===== config.mk =====
export PLATFORM = sky130hd
export DESIGN_NAME = inst_fetch_queue
export DESIGN_NICKNAME = d
export VERILOG_FILES = /design/src/rtl/inst_fetch_queue.sv
export SDC_FILE = /design/constraint.sdc
export NUM_CORES = 1
export LEC_CHECK = 0
export ABC_AREA = 0
export BUFFER_PORTS_ARGS = -buffer_cell sky130_fd_sc_hd__clkbuf_2
export CAP_MARGIN = 20
export CORE_AREA = 4 4 173 175
export CTS_BUF_LIST = sky130_fd_sc_hd__clkbuf_4 sky130_fd_sc_hd__clkbuf_8 sky130_fd_sc_hd__clkbuf_16
export DETAILED_ROUTE_END_ITERATION = 10
export DIE_AREA = 0 0 177 179
export PLACE_DENSITY = 0.75
export SLEW_MARGIN = 5
export SYNTH_ARGS = -nofsm -noshare
export SYNTH_HDL_FRONTEND = slang
export SYNTH_SLANG_ARGS = --single-unit

===== constraint.sdc =====
create_clock -name clk -period 7.3 [get_ports clk]
set_clock_uncertainty 0.2 [all_clocks]
set_input_delay 1.095 -clock clk [delete_from_list [all_inputs] [get_ports clk]]
set_output_delay 1.095 -clock clk [all_outputs]
set_load 0.02 [all_outputs]

===== src/rtl/inst_fetch_queue.sv =====
// Instruction fetch queue: issues word fetches under a credit limit, buffers returned
// {pc,inst} pairs for decode and drops in-flight returns made stale by a redirect.
module inst_fetch_queue #(
    parameter int          DEPTH    = 4,
    parameter int          MAX_OUT  = 2,
    parameter logic [31:0] RESET_PC = 32'hbfc00000
) (
    input  logic        clk,
    input  logic        reset,
    output logic        inst_req,
    output logic [31:0] inst_addr,
    input  logic        inst_addr_ok,
    input  logic [31:0] inst_rdata,
    input  logic        inst_data_ok,
    input  logic        redirect,
    input  logic [31:0] redirect_pc,
    output logic        out_valid,
    output logic [31:0] out_pc,
    output logic [31:0] out_inst,
    input  logic        out_ready
);
    localparam int AW  = (DEPTH > 1) ? $clog2(DEPTH) : 1;
    localparam int CW  = $clog2(DEPTH + 1);
    localparam int CSW = CW + 1;
    localparam int PW  = (MAX_OUT > 1) ? $clog2(MAX_OUT) : 1;
    localparam int OW  = $clog2(MAX_OUT + 1);
    localparam logic [OW-1:0]  MAX_OUT_C = OW'(MAX_OUT);
    localparam logic [CSW-1:0] DEPTH_C   = CSW'(DEPTH);
    localparam logic [PW-1:0]  PEND_LAST = PW'(MAX_OUT - 1);

    logic [31:0]   fetch_pc;
    logic [31:0]   fifo_pc   [DEPTH];
    logic [31:0]   fifo_inst [DEPTH];
    logic [AW-1:0] wr_ptr, rd_ptr;
    logic [CW-1:0] count;
    logic [31:0]   pend_pc   [MAX_OUT];
    logic [PW-1:0] pend_wr, pend_rd;
    logic [OW-1:0] outstanding, outstanding_nxt;
    logic [OW-1:0] discard;
    logic          accept, ret, drop, push, pop;

    // The pending FIFO may hold a non power-of-two number of entries, so wrap explicitly.
    function automatic logic [PW-1:0] pend_inc(input logic [PW-1:0] p);
        return (p == PEND_LAST) ? '0 : p + PW'(1);
    endfunction

    assign inst_req  = !reset && !redirect && (outstanding < MAX_OUT_C)
                       && ((CSW'(count) + CSW'(outstanding)) < DEPTH_C);
    assign inst_addr = fetch_pc;
    assign accept    = inst_req && inst_addr_ok;
    assign ret       = inst_data_ok && (outstanding != '0);
    assign drop      = ret && (discard != '0);
    assign push      = ret && !drop;

    assign out_valid = !reset && (count != '0);
    assign out_pc    = fifo_pc[rd_ptr];
    assign out_inst  = fifo_inst[rd_ptr];
    assign pop       = out_valid && out_ready;

    always_comb begin
        outstanding_nxt = outstanding;
        if (accept && !ret)
            outstanding_nxt = outstanding + OW'(1);
        else if (!accept && ret)
            outstanding_nxt = outstanding - OW'(1);
    end

    // Storage carries no reset; occupancy and pointers alone decide what is valid.
    always_ff @(posedge clk) begin
        if (push) begin
            fifo_pc[wr_ptr]   <= pend_pc[pend_rd];
            fifo_inst[wr_ptr] <= inst_rdata;
        end
        if (accept)
            pend_pc[pend_wr] <= fetch_pc;
    end

    always_ff @(posedge clk) begin
        if (reset) begin
            fetch_pc    <= RESET_PC;
            wr_ptr      <= '0;
            rd_ptr      <= '0;
            count       <= '0;
            pend_wr     <= '0;
            pend_rd     <= '0;
            outstanding <= '0;
            discard     <= '0;
        end else begin
            outstanding <= outstanding_nxt;
            if (accept)
                pend_wr <= pend_inc(pend_wr);
            if (ret)
                pend_rd <= pend_inc(pend_rd);

            if (redirect) begin
                // Everything still on the bus after this cycle belongs to the old path.
                fetch_pc <= redirect_pc;
                discard  <= outstanding_nxt;
                wr_ptr   <= '0;
                rd_ptr   <= '0;
                count    <= '0;
            end else begin
                if (accept)
                    fetch_pc <= fetch_pc + 32'd4;
                if (drop)
                    discard <= discard - OW'(1);
                if (push)
                    wr_ptr <= wr_ptr + AW'(1);
                if (pop)
                    rd_ptr <= rd_ptr + AW'(1);
                case ({push, pop})
                    2'b10:   count <= count + CW'(1);
                    2'b01:   count <= count - CW'(1);
                    default: ;
                endcase
            end
        end
    end
endmodule


## Word-level counts from Yosys, hierarchy flattened

Memory sizes are Yosys's and may differ from the RTL's. A register that Yosys moved wholly into a read port is not among the register bits.
Index checks and enable logic that the tools add are counted.

| operators by class | value |
|---|---|
| reduce and logical (&&, ||, !) cells | 23 |
| eq/ne operators | 2 |
| mux-type cells | 19 |
| add/subtract/negate cells | 11 |
| magnitude comparators | 2 |

Operator list:

| operator | count |
|---|---|
| $mux 32 | 2 |
| $add 32x3->32 const B | 1 |
| $mux 2 | 8 |
| $logic_and 1x1->1 | 11 |
| $reduce_bool 2->1 | 5 |
| $mux 1 | 8 |
| $add 2x1->2 const B | 3 |
| $pmux 3 s2 | 1 |
| $logic_not 1->1 | 5 |
| $add 3x2->4 | 1 |
| $lt 4x3->1 const B | 1 |
| $sub 2x1->2 const B | 2 |
| $add 3x1->3 const B | 1 |
| $reduce_bool 3->1 | 1 |
| $sub 3x1->3 const B | 1 |
| $add 1x1->1 const B | 2 |
| $eq 2x1->1 const B | 1 |
| $eq 2x2->1 const B | 1 |
| $lt 2x2->1 const B | 1 |
| $reduce_or 2->1 | 1 |

| word-level totals | value |
|---|---|
| bits in writable memories | 320 |
| bits in registers | 45 |
| output and inout bits | 98 |
| memories | 3 |
| input port bits | 70 |
| logic and storage cells | 68 |

Memory list:

| name | depth | width | rd ports | clocked after Yosys merged registers in | write ports | line | RTL |
|---|---|---|---|---|---|---|---|
| fifo_inst | 4 | 32 | 1 | 1 | 1 | 33 | `logic [31:0] fifo_inst [DEPTH];` |
| fifo_pc | 4 | 32 | 1 | 1 | 1 | 32 | `logic [31:0] fifo_pc [DEPTH];` |
| pend_pc | 2 | 32 | 1 | 1 | 1 | 36 | `logic [31:0] pend_pc [MAX_OUT];` |

## Longest topological paths before layout

Gate-level depths: netlist (run 1).

| logic depth | value |
|---|---|
| depth in word-level cells | 10 |
| gate-level depth with buffers | 11 |
| mapped depth without buffers | 10 |

## Worst setup path after synthesis (run 1)

Ideal clock, no wire load.

| timing | value |
|---|---|
| path kind | input to register |
| start point | input reset |
| end point | memory pend_pc[0][0] (enable) |
| library setup time | 0.421 ns |
| data required time | 6.679 ns |
| path slack | 2.986 ns |
| arrival time | 3.693 ns |
| buffers on the path | 3 |
| stages | 6 |
| path through | buf_2 a311o_1 or4_4 buf_6 buf_2 nor2_1 |

| between the ends | value |
|---|---|
| longest elaborated chain between the ends | 7 |

RTL lines:

| item | line | RTL |
|---|---|---|
| start, declared | 9 | `input logic reset,` |
| $logic_not 1->1 | 47 | `assign inst_req = !reset && !redirect && (outstanding < MAX_OUT_C)` |
| $logic_and 1x1->1 (2 in a row) | 47 |  |
| $logic_and 1x1->1 | 48 | `&& ((CSW'(count) + CSW'(outstanding)) < DEPTH_C);` |
| $logic_and 1x1->1 | 50 | `assign accept = inst_req && inst_addr_ok;` |
| $mux 1 | 74 | `if (accept)` |
| $mux 1 (not written as such) | 75 | `pend_pc[pend_wr] <= fetch_pc;` |
| end, declared | 36 |  |

No other way between the ends.

==> results of run 1 <==
==> through the flow <==
stage	utilization, %	instance area, um2	hold WS [ps]	total power, W	worst slack [ps]
after CTS	58.1	16500	300	0.00504	3080
after detailed placement	53.7	15300	281	0.00314	3060
after global placement	53.7	15300	281	0.00312	3130
final	58.1	16500	301	0.00499	3210
after floorplan	-	14100	269	0.00294	2990
after global routing	58.1	16500	325	0.00519	2940
==> worst reg2reg max path: cells and delay by family (launching register included) <==
family          cells  cell delay, ps
compound gates      1             410
fa+ha+maj           1             280
flops               1             430
simple gates        2            1480
==> layer usage <==
layer | up-vias | global-route usage, % | wire length, um
li1 | 3385 | - | -
met1 | 3721 | 24.6 | 11900
met2 | 276 | 27.2 | 12700
met3 | 51 | 3.63 | 1780
met4 | 0 | 4.84 | 643
met5 | - | 0 | 0
==> final timing paths <==
path	from	end
worst max register to register	outstanding[1]$_SDFF_PP0_	pend_pc[0][12]$_DFFE_PP_
worst min-delay path	inst_addr[0]$_SDFFE_PP0P_	pend_pc[1][0]$_DFFE_PP_
worst min register to register	inst_addr[0]$_SDFFE_PP0P_	pend_pc[1][0]$_DFFE_PP_
worst max-delay path	register	out_inst[2]
==> state kept, by name, summed over array words and instances (netlist names), named ones only <==
signal	count
outstanding	2
fifo_pc	128
wr_ptr	2
pend_rd	1
pend_pc	64
fifo_inst	128
pend_wr	1
rd_ptr	2
discard	2
inst_addr	32
count	3
==> power by group <==
part	total (W)	internal (W)	switching, W
clock	0.00190	0.00116	0.000742
sequential	0.00252	0.00246	0.0000592
combinational	0.000571	0.000219	0.000352
total	0.00499	0.00384	0.00115
==> final cells by class <==
cell class / count / area [um2]
clock buffer: 48 / 1050
clock inverter: 20 / 201
fill: 2142 / 11900
inverter: 13 / 48.8
multi-input combinational: 331 / 3320
sequential: 368 / 10600
tap: 384 / 480
timing repair buffer: 171 / 866
==> logic make-up after synthesis <==
| family | Yosys count | synth area share, % |
|---|---|---|
| muxes | 103 | 13.4 |
| xor gates and xnor gates | 15 | 0.935 |
| DFF | 368 | 75.2 |
| adders and majority gates | 10 | 0.944 |
| and+or+nand+nor | 125 | 4.47 |
| AOI/OAI and AO/OA | 78 | 3.68 |
| buffers and inverters | 50 | 1.42 |
==> cells in the final DEF, fill, tap and decap left out, drive strengths merged, types with 2 or more instances in the layout <==
cell	Yosys	routed
a211oi	7	7
a21oi	25	25
a221oi	3	3
a22oi	2	2
a311oi	2	2
a31oi	6	6
a32oi	2	2
a41oi	3	3
and2	2	2
and3	8	8
and4	3	3
buf	14	4
bufinv	0	4
clkbuf	23	215
clkinv	0	13
dfxtp	48	48
edfxtp	320	320
ha	9	9
inv	13	15
mux2	36	36
mux2i	3	3
mux4	64	64
nand2	26	26
nand3	14	14
nand4	11	11
nor2	36	36
nor2b	2	2
nor3	5	5
nor4	5	5
o211ai	7	7
o21ai	12	12
o311ai	4	4
o31a	2	2
or2	2	2
or3	4	4
or4	4	4
xnor2	7	7
xor2	8	8
==> impl_metrics.json, run 1 <==
{
  "status": "complete, no violations",
  "end_kind": "output port",
  "cpPeakStageDelay_ps": 830,
  "r2r_slack_ps": 4110,
  "worstHoldPathType": "register to register",
  "worstRegToRegCells": 4,
  "antenna_found_initial": 0,
  "syn_nets": 829,
  "syn_area_mm2": 0.0141,
  "syn_inst": 749,
  "synth-seq-area-share_pct": 75.2,
  "post_cts_buffers": 0,
  "yosys_warnings": 0,
  "clkSinkCount": 368,
  "wl_per_cell_um": 20.3,
  "synth_area_leader_cell": "edfxtp_1",
  "track_usage_pct": 17.2,
  "hold_buffers": 0,
  "cp_max_fo": 33,
  "grt_pass1_wl_um": 42200,
  "std_cell_rows": 62,
  "maxSlewHeadroom_pct": 29.5,
  "finalSetupViolations": 0,
  "fin_setup_tns_ps": 0,
  "cts_buffers": 38,
  "hpwl_um": 16100,
  "viasPerCell": 5.57,
  "ir_drop_mv": 0.153,
  "gp_congestion": 0.838,
  "yosysMostFrequentCell": "edfxtp_1",
  "p_leak_nw": 5.53,
  "cp.arrival_ps": 2800,
  "portBuffers": 167,
  "ys_types": 47,
  "drtPass1Iterations": 5,
  "layout.nets": 1003,
  "drtAntennaViolNets": 0,
  "slowest_stage": "dfxtp_4",
  "path_cells": "buf_4 > mux4_2 > clkbuf_2",
  "post-route-min-period_ps": 4090,
  "path_delay_family": "flip-flops",
  "synth-edff-count": 320,
  "ys.flop_type": "edfxtp_1",
  "syn2layout_area_growth_pct": 17.7,
  "max_clock_freq_mhz": 244,
  "layoutNonFillerInstCount": 1335,
  "cts_buffer_depth": 3,
  "min_path_cells": 0,
  "start_util_pct": 49.4,
  "period_share_pct": 56.1,
  "clkSlewWorstSetupHoldPaths_ps": 60,
  "cp_num_buf_inv": 2,
  "drtIter0Drc": 561,
  "grt-ovfl-total": 0,
  "clk-insertion-delay-late_ps": 510,
  "finalHoldViolCount": 0,
  "grt_pass1_vias": 7502,
  "grt_max_degree": 65,
  "ios": 168,
  "diodes": 0,
  "synth-seq-cells": 368,
  "power_density_mw_per_mm2": 302,
  "path_class": "register to output port",
  "startpoint_type": "register",
  "die-height_um": 179,
  "cap_violations": 0,
  "tightest_slew_ps": 1060,
  "cts_tree": "built",
  "dr_total_vias": 7433,
  "postSynthAreaPerCell_um2": 18.8,
  "rsz0062_at_grt": "no",
  "coreArea_mm2": 0.0285,
  "synthTopCellsByArea": "edfxtp_1 68%, mux4_2 10%, dfxtp_1 6.8%",
  "ys_async_sr_fraction_pct": 0,
  "drt_wl_total_um": 27100,
  "dpl.cell_count": 1267,
  "synth_top_area_share_pct": 68.4,
  "drc": 0,
  "cts-root-buf": "clkbuf_16",
  "htree_levels": 2,
  "cp.depth": 3,
  "dieArea_mm2": 0.0317,
  "layout-drive-gt1-share_pct": 36.3,
  "maxSlewViolCount": 0,
  "cts_resized": 0,
  "synth_common_cells": "320 x edfxtp_1, 64 x mux4_2, 48 x dfxtp_1, 36 x mux2_2, 36 x nor2_1",
  "fp.dieW_um": 177,
  "required_ps": 6000
}
Power figures use the tool's default switching activity.
==> inputs of run 2 (changes only) <==
--- a/config.mk
+++ b/config.mk
@@ -5,14 +5,14 @@
 export SDC_FILE = /design/constraint.sdc
 export NUM_CORES = 1
 export LEC_CHECK = 0
-export ABC_AREA = 0
+export ABC_AREA = 1
 export BUFFER_PORTS_ARGS = -buffer_cell sky130_fd_sc_hd__clkbuf_2
 export CAP_MARGIN = 20
-export CORE_AREA = 4 4 173 175
+export CORE_AREA = 4 4 177 179
 export CTS_BUF_LIST = sky130_fd_sc_hd__clkbuf_4 sky130_fd_sc_hd__clkbuf_8 sky130_fd_sc_hd__clkbuf_16
 export DETAILED_ROUTE_END_ITERATION = 10
-export DIE_AREA = 0 0 177 179
-export PLACE_DENSITY = 0.75
+export DIE_AREA = 0 0 181 183
+export PLACE_DENSITY = 0.74
 export SLEW_MARGIN = 5
 export SYNTH_ARGS = -nofsm -noshare
 export SYNTH_HDL_FRONTEND = slang
==> constraint.sdc (replaced) <==
create_clock -name clk -period 4 [get_ports clk]
set_clock_uncertainty 0.2 [all_clocks]
set_input_delay 0.6 -clock clk [delete_from_list [all_inputs] [get_ports clk]]
set_output_delay 0.6 -clock clk [all_outputs]
set_load 0.02 [all_outputs]
==> run 2 against run 1 <==
Compared with the run above:
- via count up 29%
- area after synthesis up 4.5%
- synthesized cell count rose by 59%
- first-iteration DRC count up 50%
- register-to-register slack got worse by 2800 ps
- non-clock buffer count up 10
- sequential power up 75%
- flip-flop and latch count unchanged
- cell area is 4.1% higher
- combinational power increased by 10%
- setup slack worse by 2500 ps
- hold slack worse by 190 ps
- critical path type unchanged
- largest cell class unchanged
- largest power group unchanged
==> impl_metrics.json, run 2 <==
{
  "placed_area_mm2": 0.0159,
  "path_cells": "clkinv_2 > buf_4 > o21ai_0 > o22ai_1 > clkbuf_2",
  "fin_setup_tns_ps": 0,
  "max_clock_freq_mhz": 303,
  "drt_wl_total_um": 31000,
  "r2r_end": "count[2]$_SDFFE_PP0P_",
  "final_common_cell": "edfxtp_1",
  "synth_common_cells": "320 x edfxtp_1, 184 x nor2_1, 150 x o21ai_0, 144 x nand2_1, 64 x o22ai_1",
  "min_path_cells": 1,
  "clkSinkCount": 368,
  "wl_per_cell_um": 17.5,
  "grt_max_degree": 73,
  "ios": 168,
  "syn_area_mm2": 0.0147,
  "reg_top3": "fifo_inst x128, fifo_pc x128, pend_pc x64",
  "syn_inst": 1189,
  "clk-insertion-delay-late_ps": 510,
  "met3_usage_pct": 3.87,
  "ys_async_sr_fraction_pct": 0,
  "cts_buffers": 37,
  "dieArea_mm2": 0.0331,
  "drtIter0Drc": 841,
  "drc": 0,
  "slowest_stage": "buf_4",
  "maxSlewHeadroom_pct": 47.8,
  "fin_area_mm2": 0.0172,
  "cts_tree": "built",
  "htree_levels": 2,
  "drtAntennaViolNets": 0,
  "die-height_um": 183,
  "cts_resized": 0,
  "finalSetupViolations": 0,
  "synth_area_leader_cell": "edfxtp_1",
  "rsz0062_at_grt": "no",
  "period_share_pct": 82.4,
  "layout_common_cells": "320 x edfxtp_1, 178 x nor2_1, 167 x clkbuf_2, 150 x o21ai_0, 144 x nand2_1",
  "coreArea_mm2": 0.0296,
  "post-route-min-period_ps": 3300,
  "start_util_pct": 49.7,
  "track_usage_pct": 18.2,
  "cap_violations": 0,
  "synth-seq-area-share_pct": 72.0,
  "fp.dieW_um": 181,
  "yosys_warnings": 0,
  "min_to": "fifo_inst[2][8]$_DFFE_PP_",
  "synth_top_area_share_pct": 65.5,
  "startpoint_type": "register",
  "finalHoldViolCount": 0,
  "syn_nets": 1269,
  "gp_congestion": 0.834,
  "timing.rr.start": "outstanding[1]$_SDFF_PP0_",
  "ir_drop_mv": 0.270,
  "worstRegToRegCells": 11,
  "grt-ovfl-total": 0,
  "use_met1_pct": 25.3,
  "synth-seq-cells": 368,
  "layout-drive-gt1-share_pct": 21.3,
  "hpwl_um": 18700,
  "synthTopCellsByArea": "edfxtp_1 65%, dfxtp_1 6.5%, o21ai_0 5.1%",
  "cp.arrival_ps": 2500,
  "postSynthAreaPerCell_um2": 12.3,
  "grt_pass1_wl_um": 48700,
  "syn2layout_area_growth_pct": 17.2,
  "std_cell_rows": 63,
  "r2r_slack_ps": 1350,
  "power_density_mw_per_mm2": 498,
  "ys.flop_type": "edfxtp_1",
  "tightest_slew_ps": 782,
  "p_leak_nw": 6.24,
  "cpPeakStageDelay_ps": 540,
  "portBuffers": 167,
  "synth-edff-count": 320,
  "antenna_found_initial": 0,
  "drtPass1Iterations": 8,
  "worstHoldPathType": "input port to register",
  "dr_total_vias": 9559,
  "cp_max_fo": 72,
  "maxSlewViolCount": 0,
  "path_class": "register to output port",
  "post_cts_buffers": 0,
  "clkSlewWorstSetupHoldPaths_ps": 60,
  "end_kind": "output port",
  "cts-root-buf": "clkbuf_16",
  "layout.nets": 1431,
  "grt_pass1_vias": 9206,
  "diodes": 0,
  "cts_buffer_depth": 3,
  "whs_ps": 112,
  "ys_types": 37,
  "yosysMostFrequentCell": "edfxtp_1",
  "grt_most_used_layer": "met2",
  "status": "complete, no violations",
  "hp-start": "inst_rdata[8]",
  "required_ps": 3200,
  "use_met2_pct": 29.5,
  "viasPerCell": 5.41,
  "hold_buffers": 0
}
## run 2: critical path: cells and delay by family, from the launching register on
| kind | cells | cell delay [ps] |
|---|---|---|
| buf+inv | 3 | 880 |
| compound gates | 2 | 560 |
| flops | 1 | 480 |
## run 2: worst max path at each step
stage	from	to	slack, ps	cells after the start
global placement	inst_data_ok	count[2]$_SDFFE_PP0P_	1320	11
detailed placement	register	out_pc[13]	1250	4
finish	register	out_pc[4]	700	5
CTS	register	out_pc[4]	670	5
floorplan	inst_data_ok	fifo_inst[0][0]$_DFFE_PP_	-470	4
global route	register	out_inst[20]	590	5
## run 2: per-stage QoR
| step | total power, W | std cells | setup WS [ps] | utilization [%] |
|---|---|---|---|---|
| after floorplan | 0.00487 | 1189 | -466 | - |
| after global placement | 0.00509 | 1702 | 1320 | 53.9 |
| after detailed placement | 0.00511 | 1702 | 1250 | 53.9 |
| after CTS | 0.00864 | 1768 | 672 | 58.2 |
| after global routing | 0.00887 | 1768 | 587 | 58.2 |
| final | 0.00857 | 1768 | 704 | 58.2 |
## run 2: layout make-up
| class | count | area (um2) |
|---|---|---|
| fillers | 2318 | 12300 |
| flip-flops and latches | 368 | 10600 |
| multi-input cells | 702 | 3660 |
| clock buffers | 45 | 1020 |
| repair buffers | 181 | 991 |
| well taps | 390 | 488 |
| clock inverters | 21 | 251 |
| inverters | 61 | 231 |
## run 2: routing by layer
layer,wire [um],vias up
met1,13200,4515
met4,669,0
li1,-,4580
met3,2710,54
met5,0,-
met2,14400,410
## run 2: kinds of logic (layout without fill, tap and decap cells)
family | after synthesis | after routing | share of synthesized area [%]
fa+ha+maj | 10 | 10 | 0.903
compound gates | 256 | 256 | 9.41
xor+xnor | 17 | 17 | 1.01
simple gates | 387 | 387 | 10.9
buf+inv | 119 | 308 | 3.34
mux | 32 | 32 | 2.45
flops | 368 | 368 | 72.0
## run 2: report_power, final
part / internal (W) / switching [W]
registers: 0.00432 / 0.0000748
logic: 0.000211 / 0.000417
clock network: 0.00220 / 0.00134
